<file path="config.mk">
export PLATFORM = sky130hd
export DESIGN_NAME = ahbmas_wbslv_bridge
export DESIGN_NICKNAME = d
export VERILOG_FILES = /design/src/rtl/wahb_pkg.sv /design/src/rtl/wahb_sel_decode.sv /design/src/rtl/ahbmas_wbslv_bridge.sv
export SDC_FILE = /design/constraint.sdc
export NUM_CORES = 1
export LEC_CHECK = 0
export CAP_MARGIN = 0
export CORE_MARGIN = 1
export CORE_UTILIZATION = 32
export DETAILED_ROUTE_END_ITERATION = 16
export PLACE_DENSITY = 0.66
export SYNTH_ARGS = -nofsm -noshare
export SYNTH_HDL_FRONTEND = slang
export SYNTH_HIERARCHICAL = 1
export SYNTH_SLANG_ARGS = --single-unit
</file>
<file path="constraint.sdc">
create_clock -name clk_i -period 1.94 [get_ports clk_i]
set_input_delay 0.291 -clock clk_i [delete_from_list [all_inputs] [get_ports clk_i]]
set_output_delay 0.291 -clock clk_i [all_outputs]
set_load 0.01 [all_outputs]
</file>
<file path="src/rtl/wahb_pkg.sv">
// Shared AHB encodings and bridge FSM states for the Wishbone-slave / AHB-master bridge.
// Used by ahbmas_wbslv_bridge and wahb_sel_decode.
package wahb_pkg;

  localparam logic [1:0] HTRANS_IDLE   = 2'b00;
  localparam logic [1:0] HTRANS_BUSY   = 2'b01;
  localparam logic [1:0] HTRANS_NONSEQ = 2'b10;
  localparam logic [1:0] HTRANS_SEQ    = 2'b11;

  localparam logic [1:0] HRESP_OKAY  = 2'b00;
  localparam logic [1:0] HRESP_ERROR = 2'b01;
  localparam logic [1:0] HRESP_RETRY = 2'b10;
  localparam logic [1:0] HRESP_SPLIT = 2'b11;

  localparam logic [2:0] HSIZE_BYTE  = 3'b000;
  localparam logic [2:0] HSIZE_HALF  = 3'b001;
  localparam logic [2:0] HSIZE_WORD  = 3'b010;
  localparam logic [2:0] HSIZE_DWORD = 3'b011;

  localparam logic [2:0] HBURST_SINGLE = 3'b000;

  typedef enum logic [1:0] {
    ST_IDLE = 2'd0,
    ST_ADDR = 2'd1,
    ST_DATA = 2'd2,
    ST_RESP = 2'd3
  } state_e;

endpackage

</file>
<file path="src/rtl/wahb_sel_decode.sv">
// Combinational byte-select decoder: maps a Wishbone sel vector to {legal, hsize, lane offset}.
// Legal selects are aligned, contiguous, power-of-two-sized groups of byte lanes.
module wahb_sel_decode
  import wahb_pkg::*;
#(
  parameter int SWIDTH = 4,
  parameter int OW     = 2
) (
  input  logic [SWIDTH-1:0] sel_i,
  output logic              legal_o,
  output logic [2:0]        hsize_o,
  output logic [OW-1:0]     offset_o
);

  function automatic logic [SWIDTH-1:0] lane_mask(input int k, input int p);
    logic [SWIDTH-1:0] ones;
    ones = '1;
    return (ones >> (SWIDTH - (1 << k))) << p;
  endfunction

  // Try every aligned group of 2^k lanes; at most one mask can match.
  always_comb begin
    legal_o  = 1'b0;
    hsize_o  = HSIZE_WORD;
    offset_o = '0;
    for (int k = 0; k <= OW; k++) begin
      for (int p = 0; p < SWIDTH; p++) begin
        if (((p % (1 << k)) == 0) && (sel_i == lane_mask(k, p))) begin
          legal_o  = 1'b1;
          hsize_o  = 3'(k);
          offset_o = OW'(p);
        end
      end
    end
  end

endmodule

</file>
<file path="src/rtl/ahbmas_wbslv_bridge.sv">
// Wishbone slave to AHB master bridge: one SINGLE transfer per Wishbone cycle, registered outputs.
// Define WAHB_RETRY_EN to re-issue on RETRY/SPLIT (up to MAX_RETRY times); otherwise they act as ERROR.
module ahbmas_wbslv_bridge
  import wahb_pkg::*;
#(
  parameter int AWIDTH    = 32,
  parameter int DWIDTH    = 32,
  parameter int MAX_RETRY = 4
) (
  input  logic                clk_i,
  input  logic                rst_i,
  input  logic                cyc_i,
  input  logic                stb_i,
  input  logic                we_i,
  input  logic [DWIDTH/8-1:0] sel_i,
  input  logic [AWIDTH-1:0]   addr_i,
  input  logic [DWIDTH-1:0]   data_i,
  output logic [DWIDTH-1:0]   data_o,
  output logic                ack_o,
  output logic                err_o,
  output logic [AWIDTH-1:0]   haddr,
  output logic [1:0]          htrans,
  output logic                hwrite,
  output logic [2:0]          hsize,
  output logic [2:0]          hburst,
  output logic [DWIDTH-1:0]   hwdata,
  input  logic [DWIDTH-1:0]   hrdata,
  input  logic                hready,
  input  logic [1:0]          hresp
);

  localparam int SWIDTH = DWIDTH / 8;
  localparam int OW     = $clog2(SWIDTH);
  localparam logic [AWIDTH-1:0] LANE_MASK = AWIDTH'(SWIDTH - 1);

  state_e              state_q;
  logic [1:0]          htrans_q;
  logic [AWIDTH-1:0]   haddr_q;
  logic                hwrite_q;
  logic [2:0]          hsize_q;
  logic [DWIDTH-1:0]   hwdata_q;
  logic [DWIDTH-1:0]   data_q;
  logic                ack_q;
  logic                err_q;
  logic                abort_q;

  logic                dec_legal;
  logic [2:0]          dec_hsize;
  logic [OW-1:0]       dec_offset;

`ifdef WAHB_RETRY_EN
  localparam int RW = (MAX_RETRY < 1) ? 1 : $clog2(MAX_RETRY + 1);
  logic [RW-1:0] retry_cnt_q;
  logic          retry_resp;
  assign retry_resp = (hresp == HRESP_RETRY) || (hresp == HRESP_SPLIT);
`endif

  wahb_sel_decode #(
    .SWIDTH (SWIDTH),
    .OW     (OW)
  ) u_sel_decode (
    .sel_i    (sel_i),
    .legal_o  (dec_legal),
    .hsize_o  (dec_hsize),
    .offset_o (dec_offset)
  );

  always_ff @(posedge clk_i) begin
    if (rst_i) begin
      state_q  <= ST_IDLE;
      htrans_q <= HTRANS_IDLE;
      haddr_q  <= '0;
      hwrite_q <= 1'b0;
      hsize_q  <= HSIZE_WORD;
      hwdata_q <= '0;
      data_q   <= '0;
      ack_q    <= 1'b0;
      err_q    <= 1'b0;
      abort_q  <= 1'b0;
`ifdef WAHB_RETRY_EN
      retry_cnt_q <= '0;
`endif
    end else begin
      ack_q <= 1'b0;
      err_q <= 1'b0;
      unique case (state_q)
        ST_IDLE: begin
          abort_q <= 1'b0;
          if (cyc_i && stb_i && !ack_q && !err_q) begin
            if (dec_legal) begin
              // Low address bits come from the lowest selected lane, not from addr_i.
              haddr_q  <= (addr_i & ~LANE_MASK) | AWIDTH'(dec_offset);
              hwrite_q <= we_i;
              hsize_q  <= dec_hsize;
              hwdata_q <= data_i;
              htrans_q <= HTRANS_NONSEQ;
              state_q  <= ST_ADDR;
            end else begin
              err_q   <= 1'b1;
              state_q <= ST_RESP;
            end
          end
        end
        ST_ADDR: begin
          if (!cyc_i) abort_q <= 1'b1;
          if (hready) begin
            htrans_q <= HTRANS_IDLE;
            state_q  <= ST_DATA;
          end
        end
        ST_DATA: begin
          if (!cyc_i) abort_q <= 1'b1;
          // Only hready=1 cycles end the data phase, so the first half of a two-cycle response is ignored.
          if (hready) begin
            if (abort_q || !cyc_i) begin
              state_q <= ST_IDLE;
`ifdef WAHB_RETRY_EN
              retry_cnt_q <= '0;
`endif
            end else if (hresp == HRESP_OKAY) begin
              if (!hwrite_q) data_q <= hrdata;
              ack_q   <= 1'b1;
              state_q <= ST_RESP;
            end
`ifdef WAHB_RETRY_EN
            else if (retry_resp && (retry_cnt_q < RW'(MAX_RETRY))) begin
              retry_cnt_q <= retry_cnt_q + 1'b1;
              htrans_q    <= HTRANS_NONSEQ;
              state_q     <= ST_ADDR;
            end
`endif
            else begin
              err_q   <= 1'b1;
              state_q <= ST_RESP;
            end
          end
        end
        ST_RESP: begin
          state_q <= ST_IDLE;
`ifdef WAHB_RETRY_EN
          retry_cnt_q <= '0;
`endif
        end
        default: state_q <= ST_IDLE;
      endcase
    end
  end

  assign data_o = data_q;
  assign ack_o  = ack_q;
  assign err_o  = err_q;
  assign haddr  = haddr_q;
  assign htrans = htrans_q;
  assign hwrite = hwrite_q;
  assign hsize  = hsize_q;
  assign hburst = HBURST_SINGLE;
  assign hwdata = hwdata_q;

endmodule
</file>
==> out/metrics.yaml, run 1 <==
gr-usage-met1_pct: 22.3
io_pins: 215
ys_seq_elements: 106
yosysTopAreaCellShare_pct: 48.7
numCtsBuffers: 9
die_area_mm2: 0.0141
timing.final.crit_share_pct: 92.4
synth_ff_type: "dfxtp_1"
grt_max_degree: 78
use_met2_pct: 31.8
clock_sinks: 106
placed_cell_area_mm2: 0.00661
routabilityCongestion: 0.760
cap_violations: 0
critPathArrivalTime_ns: 2.01
grt.busiest_layer: "met2"
finalClockSkew_ns: 0.00633
drc: 0
postCtsHoldBufs: 0
area_growth_pct: 58.9
vias_per_cell: 4.88
final-hold-violation-count: 0
grt_pass1_wl_mm: 20.8
layout_commonest_cell: "clkdlybuf4s50_1"
grt_pass1_vias: 4085
synth.distinct_cells: 40
status: "finished, final reports clean"
clockBufferDepth: 2
core_area_mm2: 0.0132
synthArstFlopShare_pct: 0
fin_util_pct: 52.3
nNetsFinal: 804
power_uw: 5650
end_kind: "flop"
yosysWarningCount: 6
powerDensity_mw_per_mm2: 816
maxSlewViolCount: 0
insertion_delay_ns: 0.35
timing.fmax_mhz: 558
p_leak_uw: 0.00235
track_usage_pct: 18.6
initial_core_util_pct: 32.9
drt_pass1_iterations: 5
synth_seq_area_share_pct: 48.7
yosysTopAreaCell: "dfxtp_1"
vias: 4261
final_cell_mix: "clkdlybuf4s50_1 (207), dfxtp_1 (106), o21ai_0 (70), a21oi_1 (70), nand3_1 (69)"
port_buffers: 208
antenna_left: 0
hold-worst-slack_ns: 0.448
ir_worst_vdd_mv: 0.487
antenna-diode-count: 0
root_buffer: "clkbuf_16"
cts_tree: "done"
synth_area_per_cell_um2: 8.63
final_layout_size_suffix_gt1_share_pct: 6.31
worst_hold_path_type: "in -> reg"
synthCells: 505
cts_max_level: 3
syn_area_mm2: 0.00436
drt_iter0_markers: 340
drt_wl_total_mm: 13.1
finalSetupTns_ns: 0
fp.dieH_um: 119
grt-ovfl-total: 0
finalSetupViolCount: 0
worstPathRequired_ns: 2.16
met3_usage_pct: 4.78
worstPathMaxFanout: 27
rsz0062_at_grt: "no"
chipWidth_um: 119
antenna_found_initial: 0
fin_crit_ns: 1.79
setup.worst_path.start_class: "input pin"
worstSetupPathType: "in -> reg"
stdcell_area_mm2: 0.00693
dp_hpwl_mm: 9.20
synth_edf_count: 0
post_drt_wl_per_cell_um: 15.0
synthTopCellsByArea: "dfxtp_1 (49%), a21oi_1 (8.0%), o21ai_0 (8.0%), nand3_1 (7.9%), mux2i_1 (7.6%)"
cts.clk_slew.worst_paths_ns: 0.07
std_cell_rows: 42
-- flip-flops by register name, indices dropped and copies added, names as in the netlist --
signal   count
ack_o        1
hsize        3
data_o      32
htrans       1
state_q      2
err_o        1
abort_q      1
hwdata      32
hwrite       1
haddr       32
-- path summary, 6_finish.rpt --
kind / slack (ns) / depth (start not counted) / to / start
max: 0.15 / 8 / hwdata[26]$_SDFFE_PP0P_ / sel_i[2]
min reg2reg: 0.46 / 2 / data_o[14]$_SDFFE_PP0P_ / data_o[14]$_SDFFE_PP0P_
min: 0.45 / 3 / haddr[14]$_SDFFE_PP0P_ / rst_i
max reg2reg: 0.27 / 6 / data_o[6]$_SDFFE_PP0P_ / state_q[0]$_SDFFE_PP0P_
-- cells in the mapped netlist (all sizes together), types with 2 or more instances --
cell	number
conb	2
dfxtp	106
inv	4
nor2	4
nand2	63
nor3	3
nand3	69
clkbuf	26
nand2b	4
nor4	2
o21bai	2
mux2i	33
and2	2
ha	3
a21oi	70
o21ai	71
buf	26
-- routing by layer --
| layer | part of all wire [%] | vias to the layer above |
|---|---|---|
| li1 | - | 2126 |
| met1 | 42 | 2002 |
| met2 | 51 | 119 |
| met3 | 5.2 | 14 |
| met4 | 1.6 | 0 |
| met5 | 0 | - |
-- cells by family (layout without fill, tap and decap cells) --
| logic type | count (synthesis) | in the layout | share of synthesized area (%) |
|---|---|---|---|
| AND/OR/NAND/NOR | 154 | 154 | 17.4 |
| AO/OA/AOI/OAI | 150 | 150 | 18.1 |
| flip-flops | 106 | 106 | 48.7 |
| buffers and inverters | 56 | 245 | 6.98 |
| multiplexers | 33 | 33 | 7.58 |
| adder cells (fa/ha/maj) | 3 | 3 | 0.861 |
| other | 2 | 5 | 0.172 |
| XOR/XNOR | 1 | 1 | 0.201 |
-- through the flow --
stage | setup slack, ns | instances
finish | 0.148 | 873
global route | 0.0348 | 873
CTS | 0.132 | 873
detailed placement | -0.238 | 858
global placement | -0.184 | 858
floorplan | 0.354 | 508
-- where the power goes --
group | internal (uW) | total [uW] | switching, uW
Combinational | 653 | 1380 | 731
Clock | 1120 | 1920 | 799
Sequential | 2290 | 2350 | 59.7
-- cell type report --
| cell class | instances | area [um2] |
|---|---|---|
| Clock buffer | 9 | 225 |
| Clock inverter | 6 | 82.6 |
| Fill cell | 1218 | 6320 |
| Inverter | 4 | 15.0 |
| Multi-Input combinational cell | 346 | 1940 |
| Sequential cell | 106 | 2120 |
| Tap cell | 176 | 220 |
| Timing Repair Buffer | 226 | 2320 |
-- critical path, stage by stage --
cell and delay, ns:
clkdlybuf4s50_1 0.55, nor2_2 0.08, and2_1 0.17, a211o_1 0.29, and2_2 0.28, buf_12 0.18
nand3_1 0.09, a21oi_1 0.07
-- timing repair --
| action | in CTS | in global routing |
|---|---|---|
| buffers inserted | 0 | 0 |
| setup endpoints to repair | 0 | 2 |
| gates resized for setup | 0 | 1 |
Power figures use the tool's default switching activity.
==> inputs of run 2 (changes only) <==
--- a/config.mk
+++ b/config.mk
@@ -5,11 +5,12 @@
 export SDC_FILE = /design/constraint.sdc
 export NUM_CORES = 1
 export LEC_CHECK = 0
+export ABC_AREA = 1
 export CAP_MARGIN = 0
 export CORE_MARGIN = 1
 export CORE_UTILIZATION = 32
 export DETAILED_ROUTE_END_ITERATION = 16
-export PLACE_DENSITY = 0.66
+export PLACE_DENSITY = 0.68
 export SYNTH_ARGS = -nofsm -noshare
 export SYNTH_HDL_FRONTEND = slang
 export SYNTH_HIERARCHICAL = 1
==> out/metrics.yaml, run 2 <==
insertion_delay_ns: 0.35  # about the same
drt_pass1_iterations: 4  # -1
maxSlewViolCount: 0  # unchanged
min_path_cells: 2  # -1
worstPathRequired_ns: 2.22  # +0.06 ns
end_kind: "flop"
cts_max_level: 3  # unchanged
cts.clk_slew.worst_paths_ns: 0.07  # about the same
hp-start: "rst_i"
status: "finished, final reports clean"
vias: 4003  # -6.1%
postCtsHoldBufs: 0  # unchanged
ir_worst_vdd_mv: 0.388  # -20%
fin_crit_ns: 1.67  # -0.118 ns
worst_hold_path_type: "in -> reg"
root_buffer: "clkbuf_16"
fp.dieH_um: 113  # -4.6%
synth.distinct_cells: 21  # -48%
setup.worst_path.start_class: "input pin"
port_buffers: 208  # unchanged
std_cell_rows: 40  # -4.8%
chipWidth_um: 113  # -4.6%
finalSetupTns_ns: 0  # unchanged
clockBufferDepth: 2  # unchanged
track_usage_pct: 18.8  # +0.25 points
reg2regPathDepth: 8  # +2
synth_edf_count: 0  # unchanged
dp_hpwl_mm: 8.63  # -6.2%
critPathArrivalTime_ns: 1.95  # -0.06 ns
worstSetupPathType: "in -> reg"
initial_core_util_pct: 32.8  # -0.076 points
layout_commonest_cell: "clkdlybuf4s50_1"
nNetsFinal: 833  # +3.6%
rsz0062_at_grt: "no"
cts_resized: 0  # unchanged
ys_seq_elements: 106  # unchanged
grt_max_degree: 40  # -49%
antenna_found_initial: 0  # unchanged
timing.rr.start: "state_q[0]$_SDFFE_PP0P_"
area_growth_pct: 65.5
cts_tree: "done"
core_area_mm2: 0.0121  # -8.9%
drc: 0  # unchanged
powerDensity_mw_per_mm2: 843  # +3.4%
finalClockSkew_ns: 0.00790  # +0.00157 ns
drt_iter0_markers: 268  # -21%
synthArstFlopShare_pct: 0  # unchanged
io_pins: 215  # unchanged
worstPathMaxFanout: 34  # +26%
final-hold-violation-count: 0  # unchanged
syn_area_mm2: 0.00396  # -9.1%
yosysTopAreaCell: "dfxtp_1"
antenna-diode-count: 0  # unchanged
synthCells: 520  # +3.0%
grt_pass1_vias: 3948  # -3.4%
synth_ff_type: "dfxtp_1"
p_leak_uw: 0.00239  # +1.4%
rrSetupSlack_ns: 0.38  # +0.11 ns
synth_area_per_cell_um2: 7.62  # -12%
hold_end: "hwdata[23]$_SDFFE_PP0P_"
timing.final.crit_share_pct: 86.3  # -6.1 points
grt_pass1_wl_mm: 18.8  # -9.7%
die_area_mm2: 0.0128  # -9.0%
yosysWarningCount: 6  # unchanged
drt_wl_total_mm: 11.9  # -9.4%
timing.fmax_mhz: 597  # +7.1%
final_cell_mix: "clkdlybuf4s50_1 (207), nand2_1 (152), dfxtp_1 (106)"
post_drt_wl_per_cell_um: 13.3  # -12%
grt-ovfl-total: 0  # unchanged
vias_per_cell: 4.48  # -8.3%
postCtsSetupBuffers: 0  # unchanged
numCtsBuffers: 9  # unchanged
routabilityCongestion: 0.799  # +5.1%
finalSetupViolCount: 0  # unchanged
synth_seq_area_share_pct: 53.6  # +4.9 points
final_layout_size_suffix_gt1_share_pct: 6.61  # +0.30 points
hold-worst-slack_ns: 0.330  # -0.118 ns
antenna_left: 0  # unchanged
yosysMostFrequentCell: "nand2_1"
clock_sinks: 106  # unchanged
synthTopCellsByArea: "dfxtp_1 (54%), nand2_1 (14%), a21oi_1 (8.8%), nor2_1 (7.1%), o21ai_0 (4.2%)"
r2r_end: "data_o[31]$_SDFFE_PP0P_"
yosysTopAreaCellShare_pct: 53.6  # +4.9 points
ys_top_cells_by_count: "nand2_1 (152), dfxtp_1 (106), nor2_1 (75)"
cap_violations: 0  # unchanged
==> run 2: changes by cell type after synthesis, moves of 3 or more <==
cell and change:
inv_2 +5, inv_1 +10, nor2_1 +72, nand3_1 -61
mux2i_1 -33, nor2_2 +3, nand2_2 +5, buf_4 -3
nand2b_1 -4, nand2_1 +90, buf_2 -4, o21ai_0 -37
clkbuf_1 -8
==> run 2: power by group <==
| part | internal (uW) | leakage, uW | switching, uW | total, uW |
|---|---|---|---|---|
| Sequential | 2310 | 0.000857 | 71.1 | 2390 |
| Clock | 1160 | 0.000156 | 796 | 1960 |
| Combinational | 607 | 0.00137 | 576 | 1180 |
==> run 2: layer usage <==
| metal | part of all wire, % | global-route usage, % | wire [um] |
|---|---|---|---|
| met1 | 42 | 21.5 | 4980 |
| met2 | 48 | 32.1 | 5740 |
| met3 | 8.9 | 7.34 | 1060 |
| met4 | 0.78 | 6.23 | 93 |
| met5 | 0 | 0 | 0 |
==> run 2: area by class of cell <==
type / count / area, um2
flip-flops and latches: 106 / 2120
fillers: 1126 / 5510
clock inverters: 4 / 73.8
well taps: 168 / 210
inverters: 19 / 71.3
multi-input cells: 362 / 1570
repair buffers: 224 / 2260
clock buffers: 11 / 243
==> run 2: worst max-delay path by stage <==
stage,startpoint,end,slack [ns],cells past startpoint
5_1_grt,sel_i[0],hwdata[3]$_SDFFE_PP0P_,0.12,13
3_3_place_gp,sel_i[0],haddr[5]$_SDFFE_PP0P_,-0.02,13
6_report,sel_i[1],hwdata[22]$_SDFFE_PP0P_,0.27,12
3_5_place_dp,sel_i[1],hwdata[9]$_SDFFE_PP0P_,-0.08,12
4_1_cts,sel_i[1],hwdata[22]$_SDFFE_PP0P_,0.27,12
2_1_floorplan,sel_i[1],hwdata[10]$_SDFFE_PP0P_,0.57,11
==> run 2: per-stage QoR <==
| stage | utilization [%] | cells | power, uW | setup slack (ns) | instance area (um2) |
|---|---|---|---|---|---|
| after global placement | 51.7 | 879 | 3590 | -0.0234 | 6240 |
| after CTS | 54.3 | 894 | 5590 | 0.266 | 6550 |
| after detailed placement | 51.7 | 879 | 3630 | -0.0843 | 6240 |
| final | 54.3 | 894 | 5530 | 0.266 | 6550 |
| after global routing | 54.3 | 894 | 5820 | 0.125 | 6550 |
| after floorplan | - | 523 | 3030 | 0.566 | 3970 |
==> run 2: worst max-delay path: stages <==
cell and delay [ns]:
clkdlybuf4s50_1 0.57, nor2_2 0.09, nand2_2 0.08, nand2_2 0.06
nand2_2 0.06, nand2_1 0.06, inv_2 0.08, nand3_4 0.11
inv_2 0.12, buf_12 0.20, nand2_1 0.07, a21oi_1 0.14
==> run 2: cell families after synthesis <==
family                   Yosys count  share of synthesized area, %
AO/OA/AOI/OAI                    104                          13.1
flip-flops                       106                          53.6
other                              2                         0.190
adder cells (fa/ha/maj)            3                         0.948
AND/OR/NAND/NOR                  250                          25.2
buffers and inverters             55                          6.98
==> inputs of run 3 (changes only) <==
--- a/config.mk
+++ b/config.mk
@@ -10,7 +10,7 @@
 export CORE_MARGIN = 1
 export CORE_UTILIZATION = 32
 export DETAILED_ROUTE_END_ITERATION = 16
-export PLACE_DENSITY = 0.68
+export PLACE_DENSITY = 0.75
 export SYNTH_ARGS = -nofsm -noshare
 export SYNTH_HDL_FRONTEND = slang
 export SYNTH_HIERARCHICAL = 1
==> out/metrics.yaml, run 3 (synthesis gave the netlist of run 2 again) <==
fp.dieH_um: 113  # unchanged
maxSlewViolCount: 0  # unchanged
rsz0062_at_grt: "no"
drt_iter0_markers: 208  # -22%
initial_core_util_pct: 32.8  # unchanged
root_buffer: "clkbuf_16"
timing.final.crit_share_pct: 86.8  # +0.52 points
vias_per_cell: 4.52  # +0.95%
setup.worst_path.start_class: "input pin"
final-hold-violation-count: 0  # unchanged
cts_max_level: 3  # unchanged
vias: 4032  # +0.72%
power.switching_uw: 1440  # about the same
antenna_left: 0  # unchanged
p_leak_uw: 0.00235  # -1.7%
grt_pass1_wl_mm: 18.7  # -0.66%
hold-worst-slack_ns: 0.449  # +0.119 ns
worstPathRequired_ns: 2.21  # about the same
core_area_mm2: 0.0121  # unchanged
status: "finished, final reports clean"
pwr-share-comb_pct: 22.0  # +0.6 points
post_drt_wl_per_cell_um: 13.2  # -0.86%
port_buffers: 208  # unchanged
postCtsHoldBufs: 0  # unchanged
worst_hold_path_type: "in -> reg"
postCtsSetupBuffers: 0  # unchanged
cap_violations: 0  # unchanged
finalSetupViolCount: 0  # unchanged
worstSetupPathType: "in -> reg"
fin_crit_ns: 1.68  # +0.00999 ns
grt_pass1_vias: 3903  # -1.1%
tightest_slew_ns: 0.540
cts.clk_slew.worst_paths_ns: 0.07  # about the same
nNetsFinal: 830  # -0.36%
grt-ovfl-total: 0  # unchanged
track_usage_pct: 18.5  # -0.28 points
power_frac_clock_pct: 33.5  # -1.9 points
numCtsBuffers: 9  # unchanged
drc: 0  # unchanged
drt_pass1_iterations: 4  # unchanged
layout_commonest_cell: "clkdlybuf4s50_1"
end_kind: "flop"
io_pins: 215  # unchanged
netSwitchingFraction_pct: 26.9  # +0.81 points
internal_power_uw: 3910  # -4.2%
worstPathMaxFanout: 47  # +38%
chipWidth_um: 113  # unchanged
clock_sinks: 106  # unchanged
insertion_delay_ns: 0.34  # about the same
antenna-diode-count: 0  # unchanged
timing.fmax_mhz: 594  # -0.59%
rrSetupSlack_ns: 0.29  # -0.09 ns
worst_slack_ns: 0.256  # -0.0100 ns
grt_max_degree: 70  # +75%
powerDensity_mw_per_mm2: 827  # -2.0%
power_uw: 5350  # -3.1%
drt_wl_total_mm: 11.7  # -1.1%
dp_hpwl_mm: 8.42  # -2.4%
die_area_mm2: 0.0128  # unchanged
final_cell_mix: "clkdlybuf4s50_1 (207), nand2_1 (152), dfxtp_1 (106)"
fin_util_pct: 53.7  # -0.63 points
seqPwrFrac_pct: 44.5  # +1.3 points
critPathArrivalTime_ns: 1.95  # about the same
std_cell_rows: 40  # unchanged
antenna_found_initial: 0  # unchanged
routabilityCongestion: 0.818  # +2.4%
ir_worst_vdd_mv: 0.555  # +43%
placed_cell_area_mm2: 0.00619  # -0.76%
final_layout_size_suffix_gt1_share_pct: 6.08  # -0.53 points
max_slew_margin_pct: 64.0
cts_tree: "done"
clockBufferDepth: 2  # unchanged
num-fill-cells: 1135  # +0.80%
area_growth_pct: 63.5
dp_slack_ns: -0.105  # -0.0210 ns
cts_resized: 0  # unchanged
finalClockSkew_ns: 0.00573  # -0.00217 ns
stdcell_area_mm2: 0.00648  # -1.2%
==> run 3: worst paths after layout <==
path                      startpoint  cells past startpoint                       to
max                         sel_i[3]                     10  hwdata[31]$_SDFFE_PP0P_
min                            rst_i                      3   haddr[15]$_SDFFE_PP0P_
max reg2reg  state_q[0]$_SDFFE_PP0P_                      8  data_o[11]$_SDFFE_PP0P_
min reg2reg  hwdata[12]$_SDFFE_PP0P_                      2  hwdata[12]$_SDFFE_PP0P_
==> run 3: power by group through the flow <==
stage | clock network, uW | registers (uW) | logic [uW]
3_5_place_dp | 0 | 2430 | 1170
2_1_floorplan | 0 | 2480 | 547
5_1_grt | 1940 | 2400 | 1310
6_report | 1790 | 2380 | 1180
3_3_place_gp | 0 | 2430 | 1140
4_1_cts | 1850 | 2380 | 1180
==> run 3: final cells by class <==
cell class / count / area [um2] / area share (%)
Clock inverter: 4 / 51.3 / 0.792
Multi-Input combinational cell: 362 / 1570 / 24.3
Timing Repair Buffer: 221 / 2210 / 34.2
Tap cell: 168 / 210 / 3.25
Clock buffer: 12 / 236 / 3.65
Sequential cell: 106 / 2120 / 32.8
Inverter: 19 / 71.3 / 1.10
==> run 3: routing by layer <==
| metal | GRT usage (%) | vias to the layer above | part of all wire, % |
|---|---|---|---|
| li1 | - | 2031 | - |
| met1 | 20.7 | 1807 | 41 |
| met2 | 31.9 | 177 | 47 |
| met3 | 6.75 | 17 | 10 |
| met4 | 7.54 | 0 | 1.8 |
| met5 | 0 | - | 0 |
==> run 3: stage by stage <==
step,TNS (ns),std cells
global route,0,892
floorplan,0,523
global placement,-0.951,876
CTS,0,892
finish,0,892
detailed placement,-3.04,876
==> run 3: critical path, cell delays in order <==
cell and delay (ns):
clkdlybuf4s50_1 0.57, nand4_1 0.15, nand2_2 0.11, nand2_1 0.06, inv_2 0.08, nand3_4 0.09, inv_2 0.11, buf_12 0.22
nand2_1 0.09, a21oi_1 0.14
